===== config.mk =====
export PLATFORM = sky130hd
export DESIGN_NAME = seg_scan_display
export DESIGN_NICKNAME = d
export VERILOG_FILES = /design/src/rtl/seg_pkg.sv /design/src/rtl/hex_to_seg7.sv /design/src/rtl/seg_scan_display.sv
export SDC_FILE = /design/constraint.sdc
export NUM_CORES = 1
export LEC_CHECK = 0
export CORE_ASPECT_RATIO = 0.7
export CORE_MARGIN = 4
export CORE_UTILIZATION = 40
export DETAILED_ROUTE_END_ITERATION = 16
export GPL_ROUTABILITY_DRIVEN = 0
export HOLD_SLACK_MARGIN = 0.03
export PLACE_DENSITY = 0.67
export SYNTH_ARGS = -nofsm -noshare
export SYNTH_HDL_FRONTEND = slang
export SYNTH_SLANG_ARGS = --single-unit

===== constraint.sdc =====
create_clock -name clk -period 2.2 [get_ports clk]
set_clock_uncertainty 0.15 [all_clocks]
set_input_delay 0.66 -clock clk [delete_from_list [all_inputs] [get_ports clk]]
set_output_delay 0.66 -clock clk [all_outputs]
set_load 0.01 [all_outputs]

===== src/rtl/seg_pkg.sv =====
// Shared constants for the seven-segment scan driver: hex glyph table (active-high, bit 0 = a)
// and the segment-off / decimal-point bit definitions.
package seg_pkg;

  // Entry 15 first so that HEX_SEG_TABLE[n] is the glyph for hex digit n.
  localparam logic [15:0][6:0] HEX_SEG_TABLE = {
    7'h71, 7'h79, 7'h5E, 7'h39, 7'h7C, 7'h77, 7'h6F, 7'h7F,
    7'h07, 7'h7D, 7'h6D, 7'h66, 7'h4F, 7'h5B, 7'h06, 7'h3F
  };

  localparam logic [7:0] SEG_OFF = 8'h00;
  localparam int         DP_BIT  = 7;

  function automatic logic [7:0] seg_polarity(input logic [7:0] pattern, input logic active_low);
    return active_low ? ~pattern : pattern;
  endfunction

endpackage


===== src/rtl/hex_to_seg7.sv =====
// Combinational hex nibble to active-high seven-segment pattern (bit 0 = a .. bit 6 = g).
module hex_to_seg7
  import seg_pkg::*;
(
  input  logic [3:0] nibble,
  output logic [6:0] pattern
);

  // Table lookup; polarity is applied by the caller.
  always_comb begin
    pattern = HEX_SEG_TABLE[nibble];
  end

endmodule


===== src/rtl/seg_scan_display.sv =====
// Time-multiplexed seven-segment driver with frame-aligned (tear-free) value updates.
// Optional macro SEG_LEADING_ZERO_BLANK_EN suppresses leading-zero digits.
module seg_scan_display
  import seg_pkg::*;
#(
  parameter int DIGITS         = 4,
  parameter int REFRESH_DIV    = 50000,
  parameter int SEG_ACTIVE_LOW = 1,
  parameter int DIG_ACTIVE_LOW = 1
) (
  input  logic                  clk,
  input  logic                  reset,
  input  logic [4*DIGITS-1:0]   value,
  input  logic [DIGITS-1:0]     dp_in,
  input  logic                  load,
  input  logic                  blank,
  output logic [7:0]            seg,
  output logic [DIGITS-1:0]     dig,
  output logic                  frame_done
);

  localparam int                IDX_W    = (DIGITS > 1) ? $clog2(DIGITS) : 1;
  localparam int                PRE_W    = $clog2(REFRESH_DIV);
  localparam logic              SEG_INV  = (SEG_ACTIVE_LOW != 0);
  localparam logic              DIG_INV  = (DIG_ACTIVE_LOW != 0);
  localparam logic [IDX_W-1:0]  IDX_LAST = IDX_W'(DIGITS - 1);
  localparam logic [PRE_W-1:0]  PRE_LAST = PRE_W'(REFRESH_DIV - 1);

  logic [PRE_W-1:0]    presc_r;
  logic [IDX_W-1:0]    idx_r;
  logic [4*DIGITS-1:0] shadow_r;
  logic [DIGITS-1:0]   shadow_dp_r;
  logic [4*DIGITS-1:0] pending_r;
  logic [DIGITS-1:0]   pend_dp_r;
  logic                pend_valid_r;
  logic [7:0]          seg_r;
  logic [DIGITS-1:0]   dig_r;
  logic                frame_done_r;

  logic                tick_s;
  logic                boundary_s;
  logic [3:0]          nibble_s;
  logic                dp_s;
  logic [6:0]          glyph_s;
  logic [DIGITS-1:0]   dig_onehot_s;
  logic                show_s;

  assign tick_s     = (presc_r == PRE_LAST);
  assign boundary_s = tick_s && (idx_r == IDX_LAST);

  // Prescaler, scan index and frame pulse.
  always_ff @(posedge clk) begin
    if (reset) begin
      presc_r      <= '0;
      idx_r        <= '0;
      frame_done_r <= 1'b0;
    end else begin
      frame_done_r <= boundary_s;
      if (tick_s) begin
        presc_r <= '0;
        idx_r   <= (idx_r == IDX_LAST) ? '0 : idx_r + IDX_W'(1);
      end else begin
        presc_r <= presc_r + PRE_W'(1);
      end
    end
  end

  // Pending/shadow buffering: the shadow only changes on a frame boundary so a frame never tears.
  always_ff @(posedge clk) begin
    if (reset) begin
      shadow_r     <= '0;
      shadow_dp_r  <= '0;
      pending_r    <= '0;
      pend_dp_r    <= '0;
      pend_valid_r <= 1'b0;
    end else if (boundary_s) begin
      if (load) begin
        shadow_r    <= value;
        shadow_dp_r <= dp_in;
      end else if (pend_valid_r) begin
        shadow_r    <= pending_r;
        shadow_dp_r <= pend_dp_r;
      end else begin
        shadow_r    <= shadow_r;
        shadow_dp_r <= shadow_dp_r;
      end
      pend_valid_r <= 1'b0;
    end else if (load) begin
      pending_r    <= value;
      pend_dp_r    <= dp_in;
      pend_valid_r <= 1'b1;
    end else begin
      pend_valid_r <= pend_valid_r;
    end
  end

  assign nibble_s = shadow_r[{idx_r, 2'b00} +: 4];
  assign dp_s     = shadow_dp_r[idx_r];

  hex_to_seg7 u_hex_to_seg7 (
    .nibble  (nibble_s),
    .pattern (glyph_s)
  );

  // One-hot select of the digit currently being scanned.
  always_comb begin
    dig_onehot_s        = '0;
    dig_onehot_s[idx_r] = 1'b1;
  end

`ifdef SEG_LEADING_ZERO_BLANK_EN
  logic [DIGITS-1:0] lit_s;
  logic              above_nz_s;

  // A digit is lit if it or any higher nibble is nonzero, it has a dp, or it is digit 0.
  always_comb begin
    lit_s      = '0;
    above_nz_s = 1'b0;
    for (int i = DIGITS - 1; i >= 0; i--) begin
      above_nz_s = above_nz_s | (|shadow_r[4*i +: 4]);
      lit_s[i]   = above_nz_s | shadow_dp_r[i] | (i == 0);
    end
    show_s = lit_s[idx_r];
  end
`else
  // Every digit is shown, leading zeros included.
  always_comb begin
    show_s = 1'b1;
  end
`endif

  // Registered, polarity-adjusted pin drivers.
  always_ff @(posedge clk) begin
    if (reset) begin
      seg_r <= seg_polarity(SEG_OFF, SEG_INV);
      dig_r <= {DIGITS{DIG_INV}};
    end else if (blank || !show_s) begin
      seg_r <= seg_polarity(SEG_OFF, SEG_INV);
      dig_r <= {DIGITS{DIG_INV}};
    end else begin
      seg_r <= seg_polarity({dp_s, glyph_s}, SEG_INV);
      dig_r <= dig_onehot_s ^ {DIGITS{DIG_INV}};
    end
  end

  assign seg        = seg_r;
  assign dig        = dig_r;
  assign frame_done = frame_done_r;

endmodule


======== Word level (Yosys, flattened, before mapping) ========
Memories as Yosys holds them, arrays and structs flattened.
Cells that the tools add are included.
storage, ports and cells
  register bits after elaboration ......... 72
  bits in latches ......................... 0
  memory bits (writable) .................. 0
  ROM bits ................................ 112
  output and inout bits ................... 13
  logic and storage cells ................. 40
  memories kept ........................... 1
operators by class
  add/subtract/negate cells ............... 2
  multipliers ............................. 0
  div/mod/pow operators ................... 0
  order comparisons ....................... 3
  equal/unequal tests ..................... 2
  shifts and indexed selects .............. 1
  muxes and demuxes ....................... 10
  bitwise operators ....................... 3
  reductions and logical operators ........ 8
memories
  memory           words  bits a word  rd ports  clocked after Yosys merged registers in  wr ports  RTL line           text
  (no name shown)  16     7            1         0                                        0         hex_to_seg7.sv:11  pattern = HEX_SEG_TABLE[nibble];
operators with widths
  kind                     count
  $mux W16                 2
  $add A16 B1 Y16 const B  1
  $eq A16 B16 Y1 const B   1
  $shiftx A16 B5 Y4        1
  $mux W4                  2
  $not A8 Y8               1
  $mux W7                  1
  $reduce_or A2 Y1         3
  $lt A4 B5 Y1 const B     1
  $not A4 Y4               1
  $reduce_and A2 Y1        2
  $lt A2 B3 Y1 const B     1
  $add A2 B1 Y2 const B    1
  $bmux W1 S2              1
  $demux W1 S2             1
  $eq A2 B2 Y1 const B     1
  $ge A2 B1 Y1 const B     1
  $logic_and A1 B1 Y1      2
  $mux W1                  2
  $mux W2                  1
  $reduce_bool A2 Y1       1
  $not A1 Y1               1

======== Depth between registers and ports, before layout ========
Gate-level depths: netlist (run 1).
  depth after elaboration ................. 5
  depth in mapped cells ................... 7
  depth with buffers taken out ............ 6

======== Cells and area by module ========
Synthesis (run 1) repeated with hierarchy kept, for this count alone.
unflattened totals
  cell total of the unflattened synthesis .. 328
  area total of the unflattened synthesis .. 3360.7 um^2
modules (own cells, without submodules)
  module            times used  cells an instance  area an instance (um^2)  seq. area each (um^2)
  seg_scan_display  1           295                3072.9                   1441.4
  hex_to_seg7       1           33                 287.8                    0.0

======== Least setup slack after synthesis (run 1) ========
OpenSTA, ideal clock, no wires.
  path kind ............................... reg2reg
  start point ............................. reg presc_r[6]
  end point ............................... reg shadow_r[0]
  arrival time ............................ 2.071 ns
  required time ........................... 1.963 ns
  slack ................................... -0.108 ns
  stages on the path, launching flop included .. 7
  clock period less this slack ............ 2.308 ns
  cell sequence ........................... dfxtp_1 -> or3b_1 -> or4_1 -> buf_2 -> or3_4 -> buf_6 -> o31ai_1
between the ends
  word-level cells in the longest chain between the ends .. 3
RTL lines
  item                                RTL line                text
  from (decl)                         seg_scan_display.sv:29  logic [PRE_W-1:0] presc_r;
  from (signal assigned)              seg_scan_display.sv:63  presc_r <= presc_r + PRE_W'(1);
  $eq A16 B16 Y1                      seg_scan_display.sv:48  assign tick_s = (presc_r == PRE_LAST);
  $logic_and A1 B1 Y1                 seg_scan_display.sv:49  assign boundary_s = tick_s && (idx_r == IDX_LAST);
  $reduce_and A2 Y1 (no source line)  -
  to (signal assigned)                seg_scan_display.sv:78  shadow_r <= value;
  to (signal assigned)                seg_scan_display.sv:81  shadow_r <= pending_r;
  to (signal assigned)                seg_scan_display.sv:84  shadow_r <= shadow_r;
  to (decl)                           seg_scan_display.sv:31  logic [4*DIGITS-1:0] shadow_r;
Every way passes these cells.
A chain may end at the register's enable or synchronous reset.

======== Worst setup path after layout (run 1) ========
  start point ............................. reg presc_r[12]
  end point ............................... reg shadow_dp_r[3]
between the ends
  word-level cells in the longest chain between the ends .. 3
RTL lines
  item                                RTL line                text
  $eq A16 B16 Y1                      seg_scan_display.sv:48
  $logic_and A1 B1 Y1                 seg_scan_display.sv:49
  $reduce_and A2 Y1 (no source line)  -
  to (signal assigned)                seg_scan_display.sv:79  shadow_dp_r <= dp_in;
  to (signal assigned)                seg_scan_display.sv:82  shadow_dp_r <= pend_dp_r;
  to (signal assigned)                seg_scan_display.sv:85  shadow_dp_r <= shadow_dp_r;
  to (decl)                           seg_scan_display.sv:32  logic [DIGITS-1:0] shadow_dp_r;
Every way passes these cells.

==> results.md, run 1 <==
* Status: finished, violations left
* Failing checks: setup timing
* Routed wire length at 7.955 mm
* Syn_area_per_cell at about 9.5 um^2
* Fin crit share at 102.2%
* WL/cell at 15.42 um
* Max-cap violations at 0
* RSZ-0062 raised after global routing: true
* Worst EP arrival at 2.30 ns
* Grt total ovfl at 0
* Syn_nets at 390
* DP Wirelength at 5.346 mm
* Wire length of the first global-routing pass at between 10 and 15 mm
* Io pins at 37
* Diodes inserted at 0
* Row Count at 27
* CTS Sinks at 72
* Kind of critical path: reg -> reg
* Die height at 84.75 um
* #FFs+latches synth at 72
* Number of global-route vias before repair at approximately 2600
* CTS Buf Count at 9
* Peak VDD IR at ~390 uV
* Nets@finish at 445
* Clock Latency Late Sink at 0.33 ns
* Slew margin rel. at 71.06%
* Tmin final at 2.249 ns
* Fmax at 0.4447 GHz
* DR vias at 2813
* Layout cells sized above 1 at approximately a fifth
* Largest net degree at the start of global routing at 47
* Synth Instances at 355
* Slew @ Worst Pin at 0.4325 ns
* Final Worst Setup Slack at -0.04865 ns
* CP Launch Type: flop
* Full die area at 9969 um^2
* Initial antenna violation count at 0
* # DRC at 0
* All-Layer GR Usage at 15.93%
* DR iter-0 viols at 205
* Post-Syn Area at 3366 um^2
* FFs w/ async S/R, synth at 0%
* Area delta synth->final at 34.98%
* TritonRoute pass-1 iters at 4
* CTS Hold Buffers Added at 0
* CP endpoint kind: flop
* DIE WIDTH at 117.6 um
* Seq/Total Area, Yosys at 42.83%
* WP data required at between 2 and 2.5 ns
* Final setup vio count at 15
* # fillers at 690
* Clock Path Buffers at 2
* Depth of the CTS H-tree at 3
* Synth warn at 0
* Most frequent cells in the layout: dfxtp_1 (68), nand2_1 (50), mux2i_1 (40), clkdlybuf4s50_1 (36), buf_4 (29)
* Routed Antenna Nets at 0
* Worst hold margin at just over 0.3 ns
* Commonest non-fill, non-tap cell in the layout: dfxtp_1
* Total power at 0.003143 W
* Post-synth EDFFs at 0
* Distinct cells, synth at 40
* CTS tree: done
* Main synth FF type: dfxtp_1
* Core area at 8040 um^2
* Initial Utilization at 41.86%
* Reg clk slew, reported paths at 0.06 ns
* PwrDens at around 700 nW/um^2
* HP Class: reg -> reg
* Register-to-register setup slack at -0.05 ns
* Clock root cell: clkbuf_16
* Max Slew Vio Count at 0
* Static Leakage at 1.725 nW
* Worst-path fanout max at 15
* Fin. Hold Viols at 0
* Drt via density at 5.452
* IO buf count at 36
[final timing paths]
kind | endpoint | start | cells after the start
worst max-delay path | shadow_dp_r[3] | presc_r[12] | 5
worst min-delay path | pend_dp_r[2] | pend_dp_r[2] | 2
worst max register to register | shadow_dp_r[3] | presc_r[12] | 5
worst min register to register | pend_dp_r[2] | pend_dp_r[2] | 2
[sequential cells by signal, indices dropped and copies added, names as in the netlist]
name,cells
seg,8
pend_valid_r,1
dig,4
frame_done,1
presc_r,16
pending_r,16
idx_r,2
shadow_r,16
shadow_dp_r,4
pend_dp_r,4
[cell usage after synthesis, drive strengths merged, types with 6 or more instances]
cell type | instances | share of area [%]
ha | 11 | 4.1
nor2b | 6 | 1.1
clkbuf | 25 | 2.8
nand2 | 50 | 5.6
mux2i | 40 | 12
o311ai | 20 | 5.2
o31ai | 22 | 4.9
dfxtp | 72 | 43
o21ai | 6 | 0.89
nor3 | 6 | 0.89
inv | 8 | 0.89
a21oi | 7 | 1.0
nor2 | 24 | 2.7
xnor2 | 10 | 2.6
[power breakdown]
| part | total (W) | internal, W | switching (W) |
|---|---|---|---|
| Sequential | 0.00136 | 0.00134 | 0.0000176 |
| Combinational | 0.000245 | 0.000116 | 0.000128 |
| Clock | 0.00154 | 0.00102 | 0.000518 |
| Total | 0.00314 | 0.00248 | 0.000664 |
[what timing repair did]
| action | CTS | global route |
|---|---|---|
| endpoints found under the setup margin | 20 | 42 |
| buffers inserted | 0 | 3 |
| pin swaps | 1 | 7 |
| gates cloned | 1 | 2 |
| resized for setup | 17 | 36 |
[through the flow]
step / utilization [%] / std cells / area [um^2] / setup WS, ns / TNS (ns)
floorplan: - / 355 / 3371 / -0.07020 / -1.404
global placement: 49.75 / 494 / 4000 / -0.07971 / -1.485
detailed placement: 49.75 / 494 / 4000 / -0.1392 / -1.620
CTS: 53.86 / 511 / 4330 / -0.04704 / -0.06250
global route: 56.50 / 516 / 4543 / -0.08695 / -1.522
finish: 56.50 / 516 / 4543 / -0.04865 / -0.2609
[per-layer routing]
metal  global-route usage, %  up-vias  share of wire [%]
met5                       0        -                  0
met4                   5.106        0                1.3
met3                   5.859       12                6.6
met2                   23.77       81                 43
met1                   21.46     1319                 49
li1                        -     1401                  -
[kinds of logic after synthesis]
logic type	count (synthesis)	share of synthesized area, %
buffers and inverters	38	4.721
flip-flops	72	42.83
AND/OR/NAND/NOR	112	15.54
multiplexers	46	15.58
XOR/XNOR	14	3.643
AO/OA/AOI/OAI	62	13.61
adder cells (fa/ha/maj)	11	4.089
[worst max-delay path, stage by stage (launching register included)]
cell and delay (ns):
dfxtp_2 0.31, or3b_4 0.39, or4_4 0.61, buf_6 0.21
o311ai_1 0.32, o31ai_1 0.12
[layout make-up]
| type | instances | area (um^2) | share of cell area, % |
|---|---|---|---|
| Timing Repair Buffer | 70 | 660.6 | 14.54 |
| Multi-Input combinational cell | 248 | 1961 | 43.16 |
| Tap cell | 101 | 126.4 | 2.782 |
| Clock inverter | 3 | 65.06 | 1.432 |
| Sequential cell | 72 | 1446 | 31.84 |
| Clock buffer | 13 | 250.2 | 5.508 |
| Inverter | 9 | 33.78 | 0.7436 |
No activity file was read; power rests on OpenSTA's default activity.
==> run 2, diff against run 1 <==
--- a/config.mk
+++ b/config.mk
@@ -5,6 +5,7 @@
 export SDC_FILE = /design/constraint.sdc
 export NUM_CORES = 1
 export LEC_CHECK = 0
+export ABC_AREA = 1
 export CORE_ASPECT_RATIO = 0.7
 export CORE_MARGIN = 4
 export CORE_UTILIZATION = 40
==> run 2 against run 1 <==
  * Wire length rose by 2.0%
  * Via count up 20%
  * Critical endpoint is now dig[2]
  * Final area is 2.2% lower
  * Count of clock-buffer cells in the layout is 3 lower
  * The run now ends clean
  * Utilization decreased by 5.0 points
==> results.md, run 2 <==
* Status: completed
* Most frequent cells in the layout: nand2_1 (119), inv_1 (71), dfxtp_1 (71), nor2_1 (53), a21oi_1 (53)
* Worst hold margin at 0.3105 ns
* Diodes inserted at 0
* DR iter-0 viols at 278
* Post_cts resized at 0
* Largest net degree at the start of global routing at 43
* CP max-delay cell: clkdlybuf4s50_1
* CP endpoint kind: primary output
* Peak VDD IR at 422.0 uV
* Number of global-route vias before repair at 3120
* WP data required at 1.39 ns
* Depth of the CTS H-tree at 3
* Largest registers: pending_r x16, presc_r x16, shadow_r x16
* Core area at 8618 um^2
* Full die area at 10670 um^2
* DP Wirelength at around 5.7 mm
* Slew @ Worst Pin at 0.4047 ns
* Final setup vio count at 0
* Buf+Inv Stages, Crit Path at 1
* Row Count at 28
* IO buf count at 36
* Wire length of the first global-routing pass at 14.12 mm
* Synth Instances at 538
* Layout cells sized above 1 at 7.478%
* Syn_area_per_cell at 6.733 um^2
* Clock Path Buffers at 2
* Cell family with most CP delay: buffers and inverters
* Met1 usage at between 20% and 30%
* Synth Area in Compound Gates at approximately an eighth
* Synth area leader: dfxtp_1
* CP Launch Type: flop
* RSZ-0062 raised after global routing: false
* PwrDens at 734.0 nW/um^2
* HP Class: reg -> reg
* Fin Setup TNS at 0 ns
* Top-count cell post-synth: nand2_1
* Slew margin rel. at roughly three quarters
* Static Leakage at between 1.5 and 2 nW
* WL/cell at 11.67 um
* Fmax at 0.5035 GHz
* DR vias at 3381
* Synth area leaders: dfxtp_1 (40%), nand2_1 (12%), inv_1 (7.4%)
* Main synth FF type: dfxtp_1
* Worst EP arrival at 1.18 ns
* Kind of critical path: reg -> out
* Initial antenna violation count at 0
* Distinct cells, synth at 26
* Clock Latency Late Sink at between 0.3 and 0.4 ns
* XOR/XNOR Fraction of Synth Area at less than 1%
* Drt via density at 4.865
* #FFs+latches synth at 72
* Tmin final at around 2 ns
* CTS Sinks at 72
* Pre-CTS setup slack at roughly 0.22 ns
* FFs w/ async S/R, synth at 0%
* Adder-Cell Fraction of Synth Area at about 3.8%
* Fin crit share at about 90%
* Design area at about 4400 um^2
* Met3 GRT Util at 6.133%
* TritonRoute pass-1 iters at 5
* Largest stage delay on the critical path at 0.54 ns
* Routed wire length at 8.113 mm
* Met2 Use GR at 24.35%
* Syn_nets at about 570
* Post-synthesis mux area share at 0%
* CTS tree: done
* Max Slew Vio Count at 0
* Worst-path fanout max at 1
* All-Layer GR Usage at 16.58%
* Post-synthesis simple-gate area fraction at 31.78%
* Clock root cell: clkbuf_16
* Total power at 0.003260 W
* Dpl cell area at 4098 um^2
* CTS Hold Buffers Added at 0
* Synth warn at 0
* Routed Antenna Nets at 0
* Main combinational cell family by area after synthesis: simple AND/OR/NAND/NOR gates
* Post-synth EDFFs at 0
* Fin. Hold Viols at 0
* Commonest non-fill, non-tap cell in the layout: nand2_1
* Grt total ovfl at 0
* Final Worst Setup Slack at 0.2140 ns
* Cell chain of the critical path: clkdlybuf4s50_1
* Buffers inserted by post-CTS timing repair at 0
* Synth top area share at 39.79%
* Busiest grt layer: met2
* Reg clk slew, reported paths at 0.06 ns
* Area delta synth->final at 22.63%
* Seq/Total Area, Yosys at 39.79%
* Commonest cells in the netlist: nand2_1 (119), dfxtp_1 (72), inv_1 (71)
* Nets@finish at between 600 and 700
* DIE WIDTH at 121.7 um
* Post-Syn Area at 3622 um^2
* Io pins at 37
* # DRC at 0
* CTS Buf Count at 9
* Max-cap violations at 0
* Initial Utilization at 42.03%
* Die height at 87.62 um
==> run 2: cell types whose count changed after synthesis, moves of 11 or more <==
cell      delta
inv_1       +63
o311ai_0    -20
nand4_1     +18
nand2_1     +69
o21ai_0     +28
mux2i_1     -40
nor2_1      +29
a21oi_1     +46
o31ai_1     -22
clkbuf_1    -11
nand3_1     +40
==> run 2: final timing paths <==
check            startpoint        endpoint  slack [ns]  cells past startpoint
max                  dig[2]          dig[2]        0.21                      1
min          shadow_dp_r[0]  shadow_dp_r[0]        0.31                      2
max reg2reg        idx_r[0]          seg[0]        0.25                     10
min reg2reg  shadow_dp_r[0]  shadow_dp_r[0]        0.31                      2
==> run 2: layer usage <==
metal  up-vias  routed length (um)  share of wire (%)
met5         -                   0                  0
met2        77                3273                 40
met1      1504                4279                 53
li1       1792                   -                  -
met3         8                 481                5.9
met4         0                  78               0.96
==> run 2: report_power, final <==
part           internal (W)  switching, W  leakage, nW  total, W
Sequential          0.00134     0.0000170        0.589   0.00136
Combinational      0.000101      0.000117         1.07  0.000217
Clock               0.00113      0.000550        0.169   0.00168
Total               0.00258      0.000684         1.82   0.00326
==> run 2: area by class of cell <==
cell class,count,area [um^2]
fill,888,4177
timing repair buffer,51,467.9
clock inverter,5,103.9
inverter,73,274.0
clock buffer,10,239.0
tap,120,150.1
sequential,72,1443
multi-input combinational,364,1764
==> run 2: logic make-up after synthesis <==
logic type / after synthesis
adder cells (fa/ha/maj): 11
buffers and inverters: 102
AND/OR/NAND/NOR: 261
XOR/XNOR: 3
AO/OA/AOI/OAI: 89
flip-flops: 72
==> run 2: stage by stage <==
| stage | std cells | utilization [%] |
|---|---|---|
| 4_1_cts | 695 | 51.52 |
| 3_3_place_gp | 680 | 47.55 |
| 3_5_place_dp | 680 | 47.55 |
| 5_1_grt | 695 | 51.54 |
| 6_report | 695 | 51.54 |
| 2_1_floorplan | 538 | - |
==> run 3, diff against run 2 <==
--- a/config.mk
+++ b/config.mk
@@ -6,7 +6,6 @@
 export NUM_CORES = 1
 export LEC_CHECK = 0
 export ABC_AREA = 1
-export CORE_ASPECT_RATIO = 0.7
 export CORE_MARGIN = 4
 export CORE_UTILIZATION = 40
 export DETAILED_ROUTE_END_ITERATION = 16
==> run 3 against run 2 <==
  * Critical endpoint is now seg[1]
  * Via count did not move
  * Critical path type unchanged
  * Highest routed layer unchanged
  * Sequential power is essentially flat
  * Setup slack lost 0.0044 ns
  * Flip-flop and latch count is the same
  * Global-route usage fell by 0.54 points
  * Critical path depth unchanged
  * Wire length shrank 4.6%
==> results.md, run 3 (synthesis gave the netlist of run 2 again) <==
* Status: completed
* Slew margin rel. at 72.22%
* HP Class: reg -> reg
* Fin Setup TNS at 0 ns
* CTS Sinks at 72
* CTS Buf Count at 9
* Tmin final at 1.990 ns
* Commonest non-fill, non-tap cell in the layout: nand2_1
* CP max-delay cell: clkdlybuf4s50_1
* CTS tree: done
* CP endpoint kind: primary output
* R2r endpoint: seg[3]
* Initial Utilization at 41.33%
* Die height at just over 100 um
* Layout cells sized above 1 at 6.969%
* Diodes inserted at 0
* Number of global-route vias before repair at 3127
* Post_cts resized at 0
* Grt total ovfl at 0
* Buf+Inv Stages, Crit Path at 1
* Most frequent cells in the layout: nand2_1 (119), dfxtp_1 (72), inv_1 (71), nor2_1 (53), a21oi_1 (53)
* DR vias at roughly 3400
* DP Wirelength at 5.451 mm
* IO buf count at 36
* Row Count at 34
* # fillers at between 800 and 900
* Fmax at 0.5024 GHz
* Clock root cell: clkbuf_8
* Largest registers: pending_r x16, presc_r x16, shadow_r x16
* Cell chain of the critical path: clkdlybuf4s50_1
* Clock Latency Late Sink at 0.34 ns
* CP Launch Type: flop
* Io pins at 37
* Reg clk slew, reported paths at 0.06 ns
* Final setup vio count at 0
* Peak VDD IR at 266.5 uV
* Max-cap violations at 0
* PwrDens at 580.4 nW/um^2
* Largest net degree at the start of global routing at 42
* DIE WIDTH at 103.2 um
* Register-to-register setup slack at 0.23 ns
* WP data required at 1.39 ns
* Drt via density at 4.957
* Initial antenna violation count at 0
* Nets@finish at 607
* Static Leakage at roughly 1.8 nW
* TritonRoute pass-1 iters at 5
* RSZ-0062 raised after global routing: false
* Max Slew Vio Count at 0
* Wire length of the first global-routing pass at 13.75 mm
* R2R depth at 9
* Routed wire length at 7.740 mm
* Worst r2r src: idx_r[0]
* Routed Antenna Nets at 0
* Slew @ Worst Pin at 0.4167 ns
* Largest stage delay on the critical path at 0.53 ns
* CTS Hold Buffers Added at 0
* Hold path depth at 1
* Cell family with most CP delay: buffers and inverters
* Post-route core utilization at 48.79%
* Area delta synth->final at 18.03%
* Buffers inserted by post-CTS timing repair at 0
* Full die area at 10640 um^2
* Worst EP arrival at 1.18 ns
* WL/cell at 11.35 um
* Clock Path Buffers at 2
* Worst Hold End: presc_r[0]
* Worst-path fanout max at 1
* Hold path startpoint: presc_r[0]
* DR iter-0 viols at approximately 150
* Core area at 8763 um^2
* All-Layer GR Usage at 16.04%
* # DRC at 0
* Kind of critical path: reg -> out
* Depth of the CTS H-tree at 3
* Fin. Hold Viols at 0
* Fin crit share at 90.48%
==> run 3: cell count changes in the layout (fill, tap and decap cells not counted), sizes merged <==
cell / delta
buf: +1
bufinv: -3
clkbuf: +2
inv: -1
==> run 3: final cells by class <==
| cell class | instances | area [um^2] | share of cell area (%) |
|---|---|---|---|
| sequential | 72 | 1441 | 33.71 |
| clock buffer | 12 | 155.1 | 3.629 |
| inverter | 73 | 274.0 | 6.409 |
| timing repair buffer | 52 | 500.5 | 11.71 |
| clock inverter | 1 | 5.005 | 0.1171 |
| multi-input combinational | 364 | 1764 | 41.26 |
| tap | 108 | 135.1 | 3.161 |
==> run 3: layer usage <==
metal / share of wire (%) / vias up / GRT usage [%]
li1: - / 1787 / -
met1: 50 / 1496 / 21.13
met2: 43 / 89 / 25.60
met3: 5.7 / 9 / 3.924
met4: 1.2 / 0 / 5.677
met5: 0 / - / 0
==> run 3: power breakdown <==
group / leakage, nW / switching, W / total, W / internal (W)
clock: 0.0842 / 0.000450 / 0.000901 / 0.000451
combinational: 1.08 / 0.000115 / 0.000222 / 0.000107
sequential: 0.588 / 0.0000168 / 0.00136 / 0.00134
==> run 3: worst register-to-register path, stage by stage, from the launching register on <==
cell	delay, ns
dfxtp_1	0.54
nand2_1	0.09
o21ai_0	0.08
nand2_1	0.08
nand2_1	0.20
inv_1	0.12
ha_1	0.32
o21ai_0	0.19
nand2_1	0.07
nand3_1	0.08
==> run 3: worst max path at each step <==
stage                  start      to  cells past startpoint
floorplan           idx_r[0]  seg[0]                     11
global placement    idx_r[0]  seg[0]                     10
detailed placement  idx_r[0]  seg[4]                     10
CTS                   seg[1]  seg[1]                      1
global route        idx_r[0]  seg[0]                     10
finish                seg[1]  seg[1]                      1
==> run 3: metrics by stage <==
step / instance area, um^2 / total power, W / setup WS (ns) / hold WS [ns] / cells
after floorplan: 3622 / 0.001514 / 0.3659 / 0.2675 / 538
after global placement: 4115 / 0.001604 / 0.2516 / 0.2816 / 669
after detailed placement: 4115 / 0.001611 / 0.2503 / 0.2965 / 669
after CTS: 4275 / 0.002516 / 0.1767 / 0.3130 / 682
after global routing: 4275 / 0.002603 / 0.008617 / 0.3276 / 682
final: 4275 / 0.002482 / 0.2095 / 0.3053 / 682
